===== src/rtl/start_gen_pkg.sv =====
`default_nettype none
// ============================================================================
//  Module      : start_gen_pkg
//  Description : Shared definitions for the start_gen block: request FSM
//                state encoding and default parameter values.
//  Revision    : 1.0  initial release
// ============================================================================
package start_gen_pkg;

    // Default timing parameters, in clk cycles.
    localparam int unsigned c_DEFAULT_DEBOUNCE_CYCLES = 16;
    localparam int unsigned c_DEFAULT_REPEAT_CYCLES   = 64;

    // Request FSM state encoding.
    typedef enum logic [1:0] {
        IDLE = 2'b00,   // no request outstanding
        PEND = 2'b01,   // one press waiting for downstream to go idle
        HELD = 2'b10    // request issued, waiting for button release
    } state_t;

endpackage : start_gen_pkg
`default_nettype wire


===== src/rtl/start_gen_debounce.sv =====
`default_nettype none
// ============================================================================
//  Module      : debounce
//  Description : Two-flop synchronizer followed by a saturating-style
//                mismatch counter. The debounced level flips only after the
//                synchronized input has disagreed with it on
//                DEBOUNCE_CYCLES consecutive clock edges; any single cycle
//                of agreement restarts the count.
//  Ports       : clk  - clock, rising-edge active
//                rst  - synchronous active-high reset
//                din  - raw asynchronous input
//                dout - debounced, registered level
//  Revision    : 1.0  initial release
// ============================================================================
module debounce
    import start_gen_pkg::*;
#(
    parameter int unsigned DEBOUNCE_CYCLES = c_DEFAULT_DEBOUNCE_CYCLES
) (
    input  logic clk,
    input  logic rst,
    input  logic din,
    output logic dout
);

    localparam int unsigned              c_CNT_W    = $clog2(DEBOUNCE_CYCLES);
    localparam logic [c_CNT_W-1:0]       c_CNT_LAST = c_CNT_W'(DEBOUNCE_CYCLES - 1);

    logic               r_sync1;
    logic               r_sync2;
    logic [c_CNT_W-1:0] r_cnt;
    logic               r_level;

    always_ff @(posedge clk) begin
        if (rst) begin
            r_sync1 <= 1'b0;
            r_sync2 <= 1'b0;
            r_cnt   <= '0;
            r_level <= 1'b0;
        end else begin
            r_sync1 <= din;
            r_sync2 <= r_sync1;
            if (r_sync2 == r_level) begin
                r_cnt <= '0;
            end else if (r_cnt == c_CNT_LAST) begin
                // Mismatch persisted for the full window: accept new level.
                r_level <= ~r_level;
                r_cnt   <= '0;
            end else begin
                r_cnt <= r_cnt + 1'b1;
            end
        end
    end

    assign dout = r_level;

endmodule : debounce
`default_nettype wire


===== src/rtl/start_gen.sv =====
`default_nettype none
// ============================================================================
//  Module      : start_gen
//  Description : Turns a raw push-button into single start requests for a
//                downstream pulse generator. The button is synchronized and
//                debounced; each debounced rising edge is a press. A press
//                while downstream is busy is held (at most one) and issued
//                when busy drops; further presses while one is held are
//                reported on drop.
//  Config      : START_GEN_REPEAT_EN - when defined, a button held in HELD
//                re-issues a request every REPEAT_CYCLES cycles.
//  Ports       : clk   - clock, rising-edge active
//                rst   - synchronous active-high reset
//                btn   - raw asynchronous button level
//                busy  - downstream pulse generator active
//                start - registered one-cycle request pulse
//                level - debounced button level (registered)
//                drop  - registered one-cycle pulse, press discarded
//  Revision    : 1.0  initial release
// ============================================================================
module start_gen
    import start_gen_pkg::*;
#(
    parameter int unsigned DEBOUNCE_CYCLES = c_DEFAULT_DEBOUNCE_CYCLES,
    parameter int unsigned REPEAT_CYCLES   = c_DEFAULT_REPEAT_CYCLES
) (
    input  logic clk,
    input  logic rst,
    input  logic btn,
    input  logic busy,
    output logic start,
    output logic level,
    output logic drop
);

    // Both counters need at least two states to be meaningful.
    if (DEBOUNCE_CYCLES < 2 || REPEAT_CYCLES < 2) begin : g_bad_params
        $error("start_gen: DEBOUNCE_CYCLES and REPEAT_CYCLES must be >= 2");
    end

    logic   w_level;
    logic   r_level_prev;
    logic   w_press;
    state_t r_state;
    state_t w_state_nxt;
    logic   w_start_nxt;
    logic   w_drop_nxt;
    logic   r_start;
    logic   r_drop;

    debounce #(
        .DEBOUNCE_CYCLES (DEBOUNCE_CYCLES)
    ) u_debounce (
        .clk  (clk),
        .rst  (rst),
        .din  (btn),
        .dout (w_level)
    );

    // Press = debounced level rose on the previous edge.
    always_ff @(posedge clk) begin
        if (rst) begin
            r_level_prev <= 1'b0;
        end else begin
            r_level_prev <= w_level;
        end
    end

    assign w_press = w_level & ~r_level_prev;

`ifdef START_GEN_REPEAT_EN
    localparam int unsigned        c_REP_W    = $clog2(REPEAT_CYCLES);
    localparam logic [c_REP_W-1:0] c_REP_LAST = c_REP_W'(REPEAT_CYCLES - 1);

    logic [c_REP_W-1:0] r_rep_cnt;
    logic               w_repeat;

    // Runs only while the request is held; restarts on every HELD entry.
    always_ff @(posedge clk) begin
        if (rst) begin
            r_rep_cnt <= '0;
        end else if (r_state != HELD || r_rep_cnt == c_REP_LAST) begin
            r_rep_cnt <= '0;
        end else begin
            r_rep_cnt <= r_rep_cnt + 1'b1;
        end
    end

    assign w_repeat = (r_state == HELD) && (r_rep_cnt == c_REP_LAST);
`endif

    // State and output registers.
    always_ff @(posedge clk) begin
        if (rst) begin
            r_state <= IDLE;
            r_start <= 1'b0;
            r_drop  <= 1'b0;
        end else begin
            r_state <= w_state_nxt;
            r_start <= w_start_nxt;
            r_drop  <= w_drop_nxt;
        end
    end

    always_comb begin
        w_state_nxt = r_state;
        w_start_nxt = 1'b0;
        w_drop_nxt  = 1'b0;
        case (r_state)
            IDLE: begin
                if (w_press) begin
                    if (!busy) begin
                        w_start_nxt = 1'b1;
                        w_state_nxt = HELD;
                    end else begin
                        w_state_nxt = PEND;
                    end
                end
            end
            PEND: begin
                if (!busy) begin
                    // Issue the held request; a release during the wait
                    // means there is nothing left to hold.
                    w_start_nxt = 1'b1;
                    w_state_nxt = w_level ? HELD : IDLE;
                end else if (w_press) begin
                    w_drop_nxt = 1'b1;
                end
            end
            HELD: begin
                // Release takes precedence over a coincident repeat tick.
                if (!w_level) begin
                    w_state_nxt = IDLE;
                end
`ifdef START_GEN_REPEAT_EN
                else if (w_repeat) begin
                    if (!busy) begin
                        w_start_nxt = 1'b1;
                    end else begin
                        w_state_nxt = PEND;
                    end
                end
`endif
            end
            default: begin
                w_state_nxt = IDLE;
            end
        endcase
    end

    assign start = r_start;
    assign drop  = r_drop;
    assign level = w_level;

endmodule : start_gen
`default_nettype wire


===== config.mk =====
export PLATFORM = sky130hd
export DESIGN_NAME = start_gen
export DESIGN_NICKNAME = d
export VERILOG_FILES = /design/src/rtl/start_gen_pkg.sv /design/src/rtl/start_gen_debounce.sv /design/src/rtl/start_gen.sv
export SDC_FILE = /design/constraint.sdc
export NUM_CORES = 1
export LEC_CHECK = 0
export CAP_MARGIN = 20
export CELL_PAD_IN_SITES_DETAIL_PLACEMENT = 1
export CELL_PAD_IN_SITES_GLOBAL_PLACEMENT = 1
export CORE_AREA = 2 2 39 41
export CTS_CLUSTER_DIAMETER = 60
export DETAILED_ROUTE_END_ITERATION = 8
export DIE_AREA = 0 0 41 43
export GPL_ROUTABILITY_DRIVEN = 0
export HOLD_SLACK_MARGIN = 0.15
export PLACE_DENSITY_LB_ADDON = 0.1
export RECOVER_POWER = 100
export SLEW_MARGIN = 0
export SYNTH_ARGS = -nofsm -noshare
export SYNTH_HDL_FRONTEND = slang
export SYNTH_SLANG_ARGS = --single-unit

===== constraint.sdc =====
create_clock -name clk -period 1.5 [get_ports clk]
set_clock_uncertainty 0.1 [all_clocks]
set_input_delay 0.3 -clock clk [delete_from_list [all_inputs] [get_ports clk]]
set_output_delay 0.3 -clock clk [all_outputs]
set_load 0.01 [all_outputs]

### Yosys cells after proc, flatten, opt, wreduce, memory -nomap -nowiden

Index checks and enable logic that the tools add are counted.

* reductions and logical operators: 5
* equality and inequality tests: 7
* bitwise gates (word level): 6
* add/subtract/negate cells: 1
* multiplexer cells: 10

Operators with widths (count)
* $mux W2: 5
* $ne A2 B2 Y1 const B: 3
* $pmux W2 S3: 1
* $reduce_or A3 Y1: 2
* $not A1 Y1: 5
* $add A4 B1 Y4 const B: 1
* $eq A4 B4 Y1 const B: 1
* $mux W1: 3
* $reduce_and A3 Y1: 1
* $eq A2 B1 Y1 const B: 1
* $eq A2 B2 Y1 const B: 1
* $logic_not A2 Y1: 1
* $pmux W1 S2: 1
* $reduce_and A2 Y1: 1
* $and A1 B1 Y1: 1
* $eq A1 B1 Y1: 1

* input bits: 4
* bits in registers: 12
* output and inout port bits: 3
* word-level logic and storage cells: 37

### Longest topological paths before layout

* depth after elaboration: 4
* mapped depth: 4
* mapped depth without buffers: 4

### Cells and area by module

From an unflattened synthesis, not the netlist that was laid out.

* cells, all modules: 40
* area, all modules: 421.7 µm²

Modules (own cells, without submodules)
* debounce: cells each 23, area an instance 251.5 µm², seq. area each 140.1 µm², times used 1
* start_gen: cells each 17, area an instance 170.2 µm², seq. area each 100.1 µm², times used 1

### Worst setup path before layout

Ideal clock, no wire load.

* path type: reg2reg
* start: register u_debounce.r_cnt[0]
* end: register u_debounce.r_cnt[2]
* required time: 1.336 ns
* stages on the path, launching flop included: 5
* slack: 0.165 ns
* buffers on the path: 0
* clock period less this slack: 1.335 ns
* arrival time: 1.171 ns
* cells stage by stage: dfxtp_1 -> ha_1 -> and3_1 -> or3_4 -> nor2_1

* cells in the longest elaborated chain, start to end: 2
* elaborated cells on any way between the ends: 3
* those cells by class: 1 x add/sub; 1 x eq/ne; 1 x reduce/logical

Ends and longest elaborated chain
* start: declaration: RTL line start_gen_debounce.sv:31 `logic [c_CNT_W-1:0] r_cnt;`
* start signal: assignment: RTL line start_gen_debounce.sv:50 `r_cnt <= r_cnt + 1'b1;`
* parallel branches: the longest is 2 deep, another holds $add A4 B1 Y4

Parallel ways; which one is timed is not known.
A chain may end at the register's enable or synchronous reset.

### Worst setup path after layout

* start: register u_debounce.r_cnt[0]
* end: register u_debounce.r_cnt[3]

The elaborated chain is that of the path after synthesis.

==> flow_summary.rst <==
.. list-table::
   :header-rows: 1

   * - Metric
     - Value
   * - Delay of the slowest cell on the worst path
     - 390 ps
   * - Setup CP Type
     - reg2reg
   * - Post-CTS setup buffer count
     - 0
   * - Outcome
     - finished clean
   * - Htree depth
     - 1
   * - Io pins
     - 7
   * - Floorplan die area
     - 1760 um2
   * - Data arrival time of the worst path
     - 1540 ps
   * - Cells traversed along the worst timing path
     - ha_1 > and3_1 > or3_4 > nor2_1
   * - TritonCTS clock tree
     - yes
   * - Syn Nets
     - 45
   * - Via count of the routed design
     - 305
   * - Commonest non-fill, non-tap cells in the layout
     - sky130_fd_sc_hd__dfxtp_1, sky130_fd_sc_hd__nor2_1, sky130_fd_sc_hd__nor2b_1
   * - Number of buffers created by CTS
     - 3
   * - Clock Path Buffers
     - 2
   * - Placement-stage worst setup slack
     - 34.8 ps
   * - Filler cells
     - 165
   * - Drc violations
     - 0
   * - Met2 demand-to-capacity share in global routing
     - 18.8%
   * - Sequential-to-total area share from yosys stat
     - 58.2%
   * - Largest voltage drop on the vdd net
     - 0.370 mV
   * - Gr busiest metal
     - met2
   * - Power per unit of standard cell area
     - 1120 nW/um2
   * - Post-synth cell types
     - 17
   * - Final routed wirelength across all metal layers
     - 819 um
   * - Relative slew slack
     - 81.9%
   * - Commonest non-fill, non-tap cell in the layout
     - sky130_fd_sc_hd__dfxtp_1
   * - Share of final-layout standard cells stronger than drive strength 1
     - 11.5%
   * - Area of the placeable core
     - 1380 um2
   * - Die H
     - 43 um
   * - Synth warnings
     - 0
   * - Multi-input gate area in the final layout
     - 161 um2
   * - Total global routing track utilization
     - 12.8%
   * - Reg area
     - 240 um2
   * - Type of origin of the critical path
     - flip-flop
   * - Buffering stage count on the worst path with inverters included
     - 0
   * - Sum of negative setup slack
     - 0 ps
   * - Unrepaired setup endpoints after global routing
     - false
   * - First-pass GRT wire length
     - 1420 um
   * - Number of hold buffers added after CTS
     - 0
   * - Post-Synthesis Cells
     - 40
   * - Number of max-slew violations in the final report
     - 0
   * - Static power due to leakage
     - 0.000217 uW
   * - Synthesized cell area
     - 413 um2
   * - Number of detailed-routing iterations run before antenna repair
     - 1
   * - ANT cells
     - 0
   * - Remaining antenna violation count after routing
     - 0
   * - Insertion delay to the later sink of the worst-skew pair
     - 280 ps
   * - Average vias per placed instance
     - 4.49
   * - Starting density of the core
     - 29.8%
   * - NumNets Final
     - 58
   * - Clock-pin slew on the worst setup and hold paths
     - 80 ps
   * - FP Rows
     - 14
   * - Die width
     - 41 um
   * - First DRT Iteration DRCs
     - 0
   * - Actual transition at the worst max-transition pin
     - 267 ps
   * - Number of endpoints failing setup at the final stage
     - 0
   * - Post-synthesis area per instance
     - 10.3 um2
   * - Achievable frequency
     - 703 MHz
   * - Buffer cell driving the clock tree root
     - sky130_fd_sc_hd__clkbuf_4
   * - Avg WL per Cell
     - 12.0 um
   * - Grt ovf
     - 0
   * - Global-route track usage on met1
     - 13.9%
   * - Number of antenna violations at the first check in global routing
     - 0
   * - Worst Setup End Kind
     - flip-flop
   * - Port bufs
     - 6
   * - Met3 Track Usage GR
     - 3.14%
   * - Critical path's top delay family
     - simple AND/OR/NAND/NOR gates
   * - Gates resized, CTS repair
     - 3
   * - Worst Path Required
     - 1620 ps
   * - Crit-path slowest cell
     - sky130_fd_sc_hd__or3_4
   * - Vias in the first global route
     - 333
   * - Clock sinks
     - 12
   * - Maximum number of pins on one net before global-route repair
     - 8
   * - Number of maximum-capacitance violations
     - 0
   * - Final setup margin
     - 78.4 ps
   * - Detailed-placement wirelength estimate
     - 622 um
   * - Final Cycle Share
     - 94.8%
   * - Minimum period implied by the final worst setup slack
     - 1420 ps
   * - Flip-flop and latch count after synthesis
     - 12
   * - Number of failing hold endpoints at the final stage
     - 0
   * - Worst-path fanout max
     - 4
   * - Area Growth Syn to Fin
     - 30.0%
   * - Class of the worst hold path
     - reg2reg
==> area by class of cell <==
type / instances / share of cell area (%)
inverters: 3 / 2.10
flip-flops and latches: 12 / 44.8
well taps: 16 / 3.73
clock buffers: 4 / 6.76
repair buffers: 8 / 12.6
multi-input cells: 25 / 30.1
==> logic make-up after synthesis <==
family,synth area share [%]
muxes,2.42
AOI/OAI and AO/OA,4.85
DFF,58.2
and+or+nand+nor,22.4
xor gates and xnor gates,6.36
buffers and inverters,2.73
adders and majority gates,3.03
==> routing by layer <==
| metal | wire length [um] | share of wire (%) |
|---|---|---|
| met1 | 345 | 42 |
| met2 | 424 | 52 |
| met3 | 37 | 4.5 |
| met4 | 11 | 1.3 |
| met5 | 0 | 0 |
==> cell usage after synthesis <==
cell	n	area share, %
sky130_fd_sc_hd__a21oi_1	1	1.2
sky130_fd_sc_hd__nor2_1	7	6.4
sky130_fd_sc_hd__dfxtp_1	12	58
sky130_fd_sc_hd__nand2_1	1	0.91
sky130_fd_sc_hd__a211oi_1	1	1.8
sky130_fd_sc_hd__mux2i_1	1	2.4
sky130_fd_sc_hd__nor4b_1	1	2.1
sky130_fd_sc_hd__nor2b_1	4	6.1
sky130_fd_sc_hd__and3_1	1	1.5
sky130_fd_sc_hd__nor4_1	1	1.5
sky130_fd_sc_hd__nand3_1	1	1.2
sky130_fd_sc_hd__xnor2_1	2	4.2
sky130_fd_sc_hd__xor2_1	1	2.1
sky130_fd_sc_hd__o21a_1	1	1.8
sky130_fd_sc_hd__ha_1	1	3.0
sky130_fd_sc_hd__or3_4	1	2.7
sky130_fd_sc_hd__inv_1	3	2.7
==> where the power goes <==
part           total, uW  internal, uW  switching [uW]  leakage [uW]
logic               19.3          11.3            8.04     0.0000992
clock network        258           148             110     0.0000210
registers            323           322            1.62     0.0000971
total                600           480             120      0.000217
==> registers in the layout (all words and copies together), names as in the netlist <==
register / flops
u_debounce.dout: 1
start: 1
u_debounce.r_sync2: 1
r_level_prev: 1
u_debounce.r_sync1: 1
drop: 1
u_debounce.r_cnt: 4
r_state: 2
==> path summary, 6_finish.rpt <==
| kind | startpoint | endpoint | slack, ps | depth (start not counted) |
|---|---|---|---|---|
| min reg2reg | u_debounce.r_cnt[0]$_SDFF_PP0_ | u_debounce.r_cnt[0]$_SDFF_PP0_ | 360 | 1 |
| max reg2reg | u_debounce.r_cnt[0]$_SDFF_PP0_ | u_debounce.r_cnt[3]$_SDFF_PP0_ | 80 | 4 |
| max | u_debounce.r_cnt[0]$_SDFF_PP0_ | u_debounce.r_cnt[3]$_SDFF_PP0_ | 80 | 4 |
| min | u_debounce.r_cnt[0]$_SDFF_PP0_ | u_debounce.r_cnt[0]$_SDFF_PP0_ | 360 | 1 |
==> stage by stage <==
step / total power [uW] / utilization [%] / instances / cell area, um2 / hold slack (ps)
floorplan: 337 / - / 40 / 413 / 272
global placement: 351 / 36.7 / 64 / 508 / 319
detailed placement: 352 / 36.7 / 64 / 508 / 348
CTS: 618 / 39.1 / 68 / 541 / 359
global route: 633 / 38.8 / 68 / 537 / 372
finish: 600 / 38.8 / 68 / 537 / 359
Power figures use the tool's default switching activity.
